**config.mk**
```make
export PLATFORM = sky130hd
export DESIGN_NAME = alu_control_seq_flat
export DESIGN_NICKNAME = d
export VERILOG_FILES = /design/src/rtl/alu_control_seq_if.sv /design/src/rtl/alu_control_seq.sv /design/src/flat_wrapper.sv
export SDC_FILE = /design/constraint.sdc
export NUM_CORES = 1
export LEC_CHECK = 0
export ABC_CLOCK_PERIOD_IN_PS = 1800
export BUFFER_PORTS_ARGS = -buffer_cell sky130_fd_sc_hd__buf_4
export CORE_ASPECT_RATIO = 1.4
export CORE_MARGIN = 1.5
export CORE_UTILIZATION = 45
export CTS_CLUSTER_DIAMETER = 50
export DETAILED_ROUTE_END_ITERATION = 7
export GPL_TIMING_DRIVEN = 1
export PLACE_DENSITY_LB_ADDON = 0.3
export SYNTH_ARGS = -nofsm -noshare
export SYNTH_HDL_FRONTEND = slang
export SYNTH_SLANG_ARGS = --single-unit
```
**constraint.sdc**
```tcl
create_clock -name clk -period 1.8 [get_ports clk]
set_input_delay 0.18 -clock clk [delete_from_list [all_inputs] [get_ports clk]]
set_output_delay 0.18 -clock clk [all_outputs]
set_load 0.03 [all_outputs]
```
**src/rtl/alu_control_seq_if.sv**
```systemverilog
// Bundle between the ID/EX boundary and the ALU control sequencer.
// master: the upstream stage driving instructions; slave: the sequencer itself.
interface alu_control_seq_if #(
  parameter int unsigned OP_WIDTH = 5
) ();

  logic                valid_in;
  logic [2:0]          alu_op;
  logic [5:0]          alu_function;
  logic                flush;
  logic [OP_WIDTH-1:0] alu_operation;
  logic                valid_out;
  logic                jr_selector;
  logic                illegal;
  logic                md_start;
  logic                stall;
  logic                hilo_we;

  modport master (
    output valid_in,
    output alu_op,
    output alu_function,
    output flush,
    input  alu_operation,
    input  valid_out,
    input  jr_selector,
    input  illegal,
    input  md_start,
    input  stall,
    input  hilo_we
  );

  modport slave (
    input  valid_in,
    input  alu_op,
    input  alu_function,
    input  flush,
    output alu_operation,
    output valid_out,
    output jr_selector,
    output illegal,
    output md_start,
    output stall,
    output hilo_we
  );

endinterface

```
**src/rtl/alu_control_seq.sv**
```systemverilog
// Registered MIPS ALU control with multi-cycle MULT/DIV sequencing.
// Decodes ALUOp/funct into an operation code one cycle after acceptance and
// stalls upstream while the multiply/divide unit is busy.
module alu_control_seq #(
  parameter int unsigned OP_WIDTH    = 5,
  parameter int unsigned MULT_CYCLES = 4,
  parameter int unsigned DIV_CYCLES  = 32
) (
  input  logic              clk,
  input  logic              reset,
  alu_control_seq_if.slave  bus
);

  localparam int unsigned MaxCycles = (MULT_CYCLES > DIV_CYCLES) ? MULT_CYCLES : DIV_CYCLES;
  localparam int unsigned CntWidth  = (MaxCycles > 1) ? $clog2(MaxCycles) : 1;

  // Counter loads N-1 so that BUSY spans exactly N cycles (N-1 down to 0).
  localparam logic [CntWidth-1:0] MultLoad = CntWidth'(MULT_CYCLES - 1);
  localparam logic [CntWidth-1:0] DivLoad  = CntWidth'(DIV_CYCLES - 1);

  typedef enum logic [1:0] {
    StIdle,
    StBusy,
    StDone
  } state_e;

  state_e              state_q, state_d;
  logic [CntWidth-1:0] cnt_q, cnt_d;

  logic [OP_WIDTH-1:0] op_q;
  logic                valid_q;
  logic                jr_q;
  logic                illegal_q;
  logic                md_start_q;

  logic [4:0]          dec_code;
  logic                dec_jr;
  logic                dec_illegal;
  logic                dec_mult;
  logic                dec_div;
  logic [OP_WIDTH-1:0] dec_op;

  logic                stall;
  logic                accept;

  assign stall  = (state_q == StBusy);
  // Flush discards anything presented alongside it; reset is handled by the registers.
  assign accept = bus.valid_in & ~stall & ~bus.flush;

  // Combinational decode of ALUOp/funct into a 5-bit code and side flags.
  always_comb begin
    dec_code    = 5'h1F;
    dec_jr      = 1'b0;
    dec_illegal = 1'b0;
    dec_mult    = 1'b0;
    dec_div     = 1'b0;
    case (bus.alu_op)
      3'b111: begin
        case (bus.alu_function)
          6'b100100: dec_code = 5'h00;  // AND
          6'b100101: dec_code = 5'h01;  // OR
          6'b100111: dec_code = 5'h02;  // NOR
          6'b100000: dec_code = 5'h03;  // ADD
          6'b100010: dec_code = 5'h04;  // SUB
          6'b000010: dec_code = 5'h05;  // SRL
          6'b000000: dec_code = 5'h06;  // SLL
          6'b101010: dec_code = 5'h0A;  // SLT
          6'b011000: begin              // MULT
            dec_code = 5'h0B;
            dec_mult = 1'b1;
          end
          6'b011010: begin              // DIV
            dec_code = 5'h0C;
            dec_div  = 1'b1;
          end
          6'b010000: dec_code = 5'h0D;  // MFHI
          6'b001000: begin              // JR
            dec_code = 5'h0E;
            dec_jr   = 1'b1;
          end
          6'b010010: dec_code = 5'h10;  // MFLO
          default:   dec_illegal = 1'b1;
        endcase
      end
      3'b100:  dec_code = 5'h03;  // ADDI
      3'b101:  dec_code = 5'h01;  // ORI
      3'b011:  dec_code = 5'h07;  // LUI
      3'b001:  dec_code = 5'h08;  // BEQ
      3'b010:  dec_code = 5'h09;  // BNE
      3'b110:  dec_code = 5'h03;  // SW
      3'b000:  dec_code = 5'h03;  // LW
      default: dec_code = 5'h1F;
    endcase
    // Illegal funct reports all-ones at full width, not just the low 5 bits.
    dec_op = dec_illegal ? {OP_WIDTH{1'b1}} : OP_WIDTH'(dec_code);
  end

  // Next-state logic for the IDLE/BUSY/DONE sequencer and its countdown.
  always_comb begin
    state_d = state_q;
    cnt_d   = cnt_q;
    if (bus.flush) begin
      // Abandon any multi-cycle op; no HI/LO write will follow.
      state_d = StIdle;
      cnt_d   = '0;
    end else begin
      case (state_q)
        StIdle, StDone: begin
          state_d = StIdle;
          if (accept && (dec_mult || dec_div)) begin
            state_d = StBusy;
            cnt_d   = dec_div ? DivLoad : MultLoad;
          end
        end
        StBusy: begin
          if (cnt_q == '0) begin
            state_d = StDone;
          end else begin
            cnt_d = cnt_q - 1'b1;
          end
        end
        default: begin
          state_d = StIdle;
          cnt_d   = '0;
        end
      endcase
    end
  end

  // Sequencer state and countdown registers.
  always_ff @(posedge clk) begin
    if (reset) begin
      state_q <= StIdle;
      cnt_q   <= '0;
    end else begin
      state_q <= state_d;
      cnt_q   <= cnt_d;
    end
  end

  // Registered decode outputs; alu_operation holds when nothing is accepted.
  always_ff @(posedge clk) begin
    if (reset) begin
      op_q       <= {OP_WIDTH{1'b1}};
      valid_q    <= 1'b0;
      jr_q       <= 1'b0;
      illegal_q  <= 1'b0;
      md_start_q <= 1'b0;
    end else begin
      valid_q    <= accept;
      jr_q       <= accept & dec_jr;
      illegal_q  <= accept & dec_illegal;
      md_start_q <= accept & (dec_mult | dec_div);
      if (accept) begin
        op_q <= dec_op;
      end
    end
  end

  assign bus.alu_operation = op_q;
  assign bus.valid_out     = valid_q;
  assign bus.jr_selector   = jr_q;
  assign bus.illegal       = illegal_q;
  assign bus.md_start      = md_start_q;
  assign bus.stall         = stall;
  assign bus.hilo_we       = (state_q == StDone);

endmodule

```
**src/flat_wrapper.sv**
```systemverilog
// flat-port wrapper written by rule: the top's interface ports become plain ports
module alu_control_seq_flat 
#(
  parameter int unsigned OP_WIDTH    = 5,
  parameter int unsigned MULT_CYCLES = 4,
  parameter int unsigned DIV_CYCLES  = 32
)
  (clk, reset, bus_valid_in, bus_alu_op, bus_alu_function, bus_flush, bus_alu_operation, bus_valid_out, bus_jr_selector, bus_illegal, bus_md_start, bus_stall, bus_hilo_we);
  alu_control_seq_if #(.OP_WIDTH(OP_WIDTH)) bus_i ();
  input  logic clk;
  input  logic reset;
  input wire logic [$bits(bus_i.valid_in)-1:0] bus_valid_in;
  input wire logic [$bits(bus_i.alu_op)-1:0] bus_alu_op;
  input wire logic [$bits(bus_i.alu_function)-1:0] bus_alu_function;
  input wire logic [$bits(bus_i.flush)-1:0] bus_flush;
  output wire logic [$bits(bus_i.alu_operation)-1:0] bus_alu_operation;
  output wire logic [$bits(bus_i.valid_out)-1:0] bus_valid_out;
  output wire logic [$bits(bus_i.jr_selector)-1:0] bus_jr_selector;
  output wire logic [$bits(bus_i.illegal)-1:0] bus_illegal;
  output wire logic [$bits(bus_i.md_start)-1:0] bus_md_start;
  output wire logic [$bits(bus_i.stall)-1:0] bus_stall;
  output wire logic [$bits(bus_i.hilo_we)-1:0] bus_hilo_we;
  assign bus_i.valid_in = bus_valid_in;
  assign bus_i.alu_op = bus_alu_op;
  assign bus_i.alu_function = bus_alu_function;
  assign bus_i.flush = bus_flush;
  assign bus_alu_operation = bus_i.alu_operation;
  assign bus_valid_out = bus_i.valid_out;
  assign bus_jr_selector = bus_i.jr_selector;
  assign bus_illegal = bus_i.illegal;
  assign bus_md_start = bus_i.md_start;
  assign bus_stall = bus_i.stall;
  assign bus_hilo_we = bus_i.hilo_we;
  alu_control_seq #(.OP_WIDTH(OP_WIDTH), .MULT_CYCLES(MULT_CYCLES), .DIV_CYCLES(DIV_CYCLES)) u_core (.clk(clk), .reset(reset), .bus(bus_i));
endmodule
```
== Word-level counts from Yosys, hierarchy flattened ==
Index checks and enable logic that the tools add are counted.
Operators by class
  bitwise operators: 8
  $add $sub $neg: 1
  reductions and logical operators: 11
  eq/ne operators: 24
  mux-type cells: 18
Operators with widths (number)
  5-bit one-hot mux with 13 select lines: 1
  6-bit equality test (second input constant): 6
  5-bit one-hot mux with 6 select lines: 1
  6-bit by 5-bit equality test with 1-bit output (second input constant): 4
  5-bit two-way mux: 4
  13-bit OR reduction: 1
  3-bit equality test (second input constant): 4
  5-bit one-hot mux with 2 select lines: 1
  1-bit two-way mux: 9
  3-bit by 2-bit equality test with 1-bit output (second input constant): 2
  6-bit by 2-bit equality test with 1-bit output (second input constant): 1
  6-bit by 4-bit equality test with 1-bit output (second input constant): 1
  6-bit logical NOT: 1
  1-bit bitwise AND: 5
  5-bit logical NOT: 1
  5-bit by 1-bit subtractor with 5-bit output (second input constant): 1
  2-bit != test (second input constant): 2
  2-bit one-hot mux with 2 select lines: 1
  2-bit OR reduction: 2
  3-bit by 1-bit equality test with 1-bit output (second input constant): 1
  3-bit logical NOT: 1
  3-bit OR reduction: 1
  2-bit by 1-bit equality test with 1-bit output (second input constant): 1
  2-bit equality test (second input constant): 1
  8 further kinds: 9
Word-level totals
  bits in registers: 16
  output and inout port bits: 11
  logic and storage cells: 69
  input bits: 13

== Logic depth before layout (Yosys ltp) ==
  depth after elaboration: 7
  gate-level depth with buffers: 7
  gate-level depth less buffers: 7

== Worst setup path before layout ==
OpenSTA, ideal clock, no wires.
  path type: register to register
  from: reg u_core.state_q[1]
  to: reg u_core.cnt_q[1]
  setup slack: 0.355 ns
  data arrival time: 1.359 ns
  required time: 1.714 ns
  clock period less this slack: 1.445 ns
  stages on the path, launching flop included: 7
  buffers on the path: 0
  library setup time: 0.086 ns
  cell sequence: dfxtp_1 > nand2b_2 > inv_4 > nor4b_4 > a21o_1 > a21oi_1 > a211oi_1
On the way
  word-level cells in the longest chain between the ends: 7
  elaborated cells on any way between the ends: 12
  those cells by class: eq/ne (4); mux (1); bitwise (3); reduce/logical (4)
Ends and longest elaborated chain
  start, declared: RTL line alu_control_seq.sv:27  | state_e state_q, state_d;
  start signal, assigned: RTL line alu_control_seq.sv:133  | state_q <= StIdle;
  start signal, assigned: RTL line alu_control_seq.sv:136  | state_q <= state_d;
  2-bit by 1-bit equality test with 1-bit output *: RTL line alu_control_seq.sv:46  | assign stall = (state_q == StBusy);
  named net bus_stall: RTL line flat_wrapper.sv:21  | output wire logic [$bits(bus_i.stall)-1:0] bus_stall;
  1-bit inverter: RTL line alu_control_seq.sv:48  | assign accept = bus.valid_in & ~stall & ~bus.flush;
  1-bit bitwise AND (2 in series): RTL line alu_control_seq.sv:48
  1-bit logical AND: RTL line alu_control_seq.sv:110  | if (accept && (dec_mult || dec_div)) begin
  2-bit by 1-bit != test with 1-bit output (no line)
  2-bit AND reduction (no line)
  end signal, assigned: RTL line alu_control_seq.sv:137  | cnt_q <= cnt_d;
  end, declared: RTL line alu_control_seq.sv:28  | logic [CntWidth-1:0] cnt_q, cnt_d;
The timed path passes the listed nets; every way through them passes the cells marked *.
A chain may end at the register's enable or synchronous reset.

== Worst setup path after layout ==
  from: reg u_core.state_q[1]
  to: reg u_core.cnt_q[1]
On the way
  word-level cells in the longest chain between the ends: 7
  elaborated cells on any way between the ends: 12
  those cells by class: eq/ne (4); mux (1); bitwise (3); reduce/logical (4)
Ends and longest elaborated chain (RTL line)
  2-bit by 1-bit equality test with 1-bit output: alu_control_seq.sv:46, alu_control_seq.sv:107
  1-bit inverter: alu_control_seq.sv:48
  1-bit bitwise AND (2 in series): alu_control_seq.sv:48
  1-bit logical AND: alu_control_seq.sv:110
  2-bit by 1-bit != test with 1-bit output (no line)
  2-bit AND reduction (no line)
Several ways; a longest one is shown, not always the timed one.

==> results.sh <==
export IMPL_status="complete, no violations"
export IMPL_boundaryPins=24
export IMPL_grt_pass1_vias=1013
export IMPL_reg2reg_to="u_core.cnt_q[1]"
export IMPL_period_needed_ps=1670
export IMPL_final_common_cell="buf_4"
export IMPL_core_area_um2=2360
export IMPL_synthCells=141
export IMPL_grt_pass1_wl_um=4250
export IMPL_syn_to_final_growth_pct=18.1
export IMPL_synthFlopType="dfxtp_1"
export IMPL_cts_htree_levels=1
export IMPL_viasPerCell=5.93
export IMPL_yosys_warnings=0
export IMPL_fp_row_count=21
export IMPL_cts_buffer_depth=2
export IMPL_yosysSeqAreaShare_pct=29.0
export IMPL_ys_types=46
export IMPL_drt_iter0_drc=26
export IMPL_fin_skew_ps=2.60
export IMPL_hp_start="reset"
export IMPL_ys_seq_elements=16
export IMPL_worstSetupEndpointType="flip-flop"
export IMPL_cp_required_ps=1990
export IMPL_startpoint="u_core.state_q[1]"
export IMPL_fin_crit_sh_pct=93.0
export IMPL_drt_wirelength_per_cell_um=14.6
export IMPL_dp_hpwl_um=2070
export IMPL_maxCapViolCount=0
export IMPL_antenna_found_initial=0
export IMPL_r2r_start="u_core.state_q[1]"
export IMPL_slew_headroom_pct=81.1
export IMPL_startpoint_type="flip-flop"
export IMPL_most_common_layout_cells="28 x buf_4, 16 x dfxtp_1, 15 x nor2_1, 12 x nand2_1, 11 x a21oi_1"
export IMPL_pwr_density_cell_nw_per_um2=534
export IMPL_portBuffers=23
export IMPL_syn_area_per_cell_um2=7.83
export IMPL_routed_wirelength_um=2710
export IMPL_design_area_um2=1300
export IMPL_async_flop_share_pct=0
export IMPL_worst_path_max_fanout=6
export IMPL_worst_slack_ps=126
export IMPL_rsz0062_at_grt="no"
export IMPL_gp_congestion=0.939
export IMPL_synth_nets=155
export IMPL_netlist_area_um2=1100
export IMPL_r2r_slack_ps=130
export IMPL_synth_edf_count=0
export IMPL_final_nets=179
export IMPL_diodes=0
export IMPL_crit_arrival_ps=1860
export IMPL_cts_tree="built"
export IMPL_finalHoldViolations=0
export IMPL_cts_sinks=16
export IMPL_drc_errors=0
export IMPL_die_w_um=44.9
export IMPL_drtAntennaViolNets=0
export IMPL_grt_overflow=0
export IMPL_worst_pin_slew_ps=280
export IMPL_path_class="reg -> reg"
export IMPL_fillCellCount=233
export IMPL_power_leakage_uw=0.000529
export IMPL_holdBufCountCts=0
export IMPL_grt_max_degree=17
export IMPL_dieArea_um2=2760
export IMPL_final_setup_viol_count=0
export IMPL_clk_insertion_delay_late_ps=270
export IMPL_fin_tns_setup_ps=0
export IMPL_chipHeight_um=61.6
export IMPL_drt_first_pass_iters=4
export IMPL_reg2reg_depth=7
export IMPL_slew_violations=0
export IMPL_start_util_pct=46.7
export IMPL_ir_worst_vdd_v=0.000258
export IMPL_hold_end="u_core.bus.illegal"
export IMPL_cts_root_buf="clkbuf_4"
export IMPL_numCtsBuffers=3
export IMPL_clk_pin_slew_ps=80
export IMPL_holdPathStages=2
export IMPL_fmax_mhz=597
export IMPL_finalPower_uw=696
export IMPL_gr_usage_all_layers_pct=20.3
export IMPL_place_area_um2=1250
export IMPL_drive_gt1_share_pct=26.4
export IMPL_dr_total_vias=1103
export IMPL_pre_cts_ws_ps=171
export IMPL_hold_class="in -> reg"
sequential cells by signal, summed over array words and instances (netlist names):
name	count
u_core.bus.illegal	1
u_core.cnt_q	5
u_core.bus.md_start	1
u_core.state_q	2
u_core.bus.jr_selector	1
u_core.bus.alu_operation	5
u_core.bus.valid_out	1
area by class of cell:
| type | instances | area [µm²] | share of cell area, % |
|---|---|---|---|
| Sequential cell | 16 | 320 | 24.6 |
| Timing Repair Buffer | 28 | 210 | 16.1 |
| Inverter | 7 | 28.8 | 2.21 |
| Multi-Input combinational cell | 109 | 693 | 53.2 |
| Tap cell | 23 | 28.8 | 2.21 |
| Clock buffer | 3 | 22.5 | 1.73 |
critical path, stage by stage (launching register included):
cell and delay, ps:
dfxtp_1 370, nand2b_4 190, inv_4 60, nor4b_4 340, buf_4 180, a21o_1 150
a21oi_1 80, a211oi_1 210
cell families after synthesis:
group | Yosys count | share of synthesized area, %
fa+ha+maj | 1 | 1.13
compound gates | 45 | 26.8
xor+xnor | 2 | 1.59
simple gates | 61 | 32.9
flops | 16 | 29.0
buf+inv | 16 | 8.62
cell usage after synthesis (3+ instances only):
master,n,area share [%]
a211oi_1,3,2.0
a21o_1,3,2.0
a21oi_1,11,5.0
a31oi_1,6,3.4
and2b_1,4,2.7
buf_6,3,3.1
dfxtp_1,16,29
inv_1,6,2.0
nand2_1,12,4.1
nand3_1,4,1.8
nor2_1,15,5.1
nor2b_1,6,3.4
nor3_1,3,1.4
o211ai_1,5,3.4
o21ai_0,6,2.7
how the worst max path moves through the flow:
stage / endpoint / slack, ps / cells past startpoint
finish: u_core.cnt_q[1] / 130 / 7
global placement: u_core.bus.alu_operation[0] / 220 / 6
global route: u_core.cnt_q[1] / 7 / 7
detailed placement: u_core.cnt_q[1] / 170 / 6
floorplan: u_core.cnt_q[1] / 360 / 6
CTS: u_core.cnt_q[4] / 130 / 6
repair_timing:
item / in CTS / in global routing
resized for setup: 0 / 1
endpoints found under the setup margin: 0 / 4
setup buffers: 0 / 4
metrics by stage:
stage / std cells / hold slack [ps] / util, %
global placement: 179 / 413 / 52.7
detailed placement: 179 / 418 / 52.7
global route: 186 / 112 / 55.1
CTS: 182 / 122 / 53.7
floorplan: 141 / 252 / -
finish: 186 / 122 / 55.1
per-layer routing:
layer	global-route usage, %	wire [µm]	vias to the layer above
met1	22.6	1140	524
met2	39.1	1470	21
met3	2.05	60	4
met5	0	0	-
met4	7.14	34	0
li1	-	-	554
where the power goes:
group	leakage [µW]	switching, µW	internal, µW	total (µW)
registers	0.000130	4.80	362	367
clock network	0.0000138	96.4	77.3	174
logic	0.000385	91.0	64.5	155
Power figures use the tool's default switching activity.
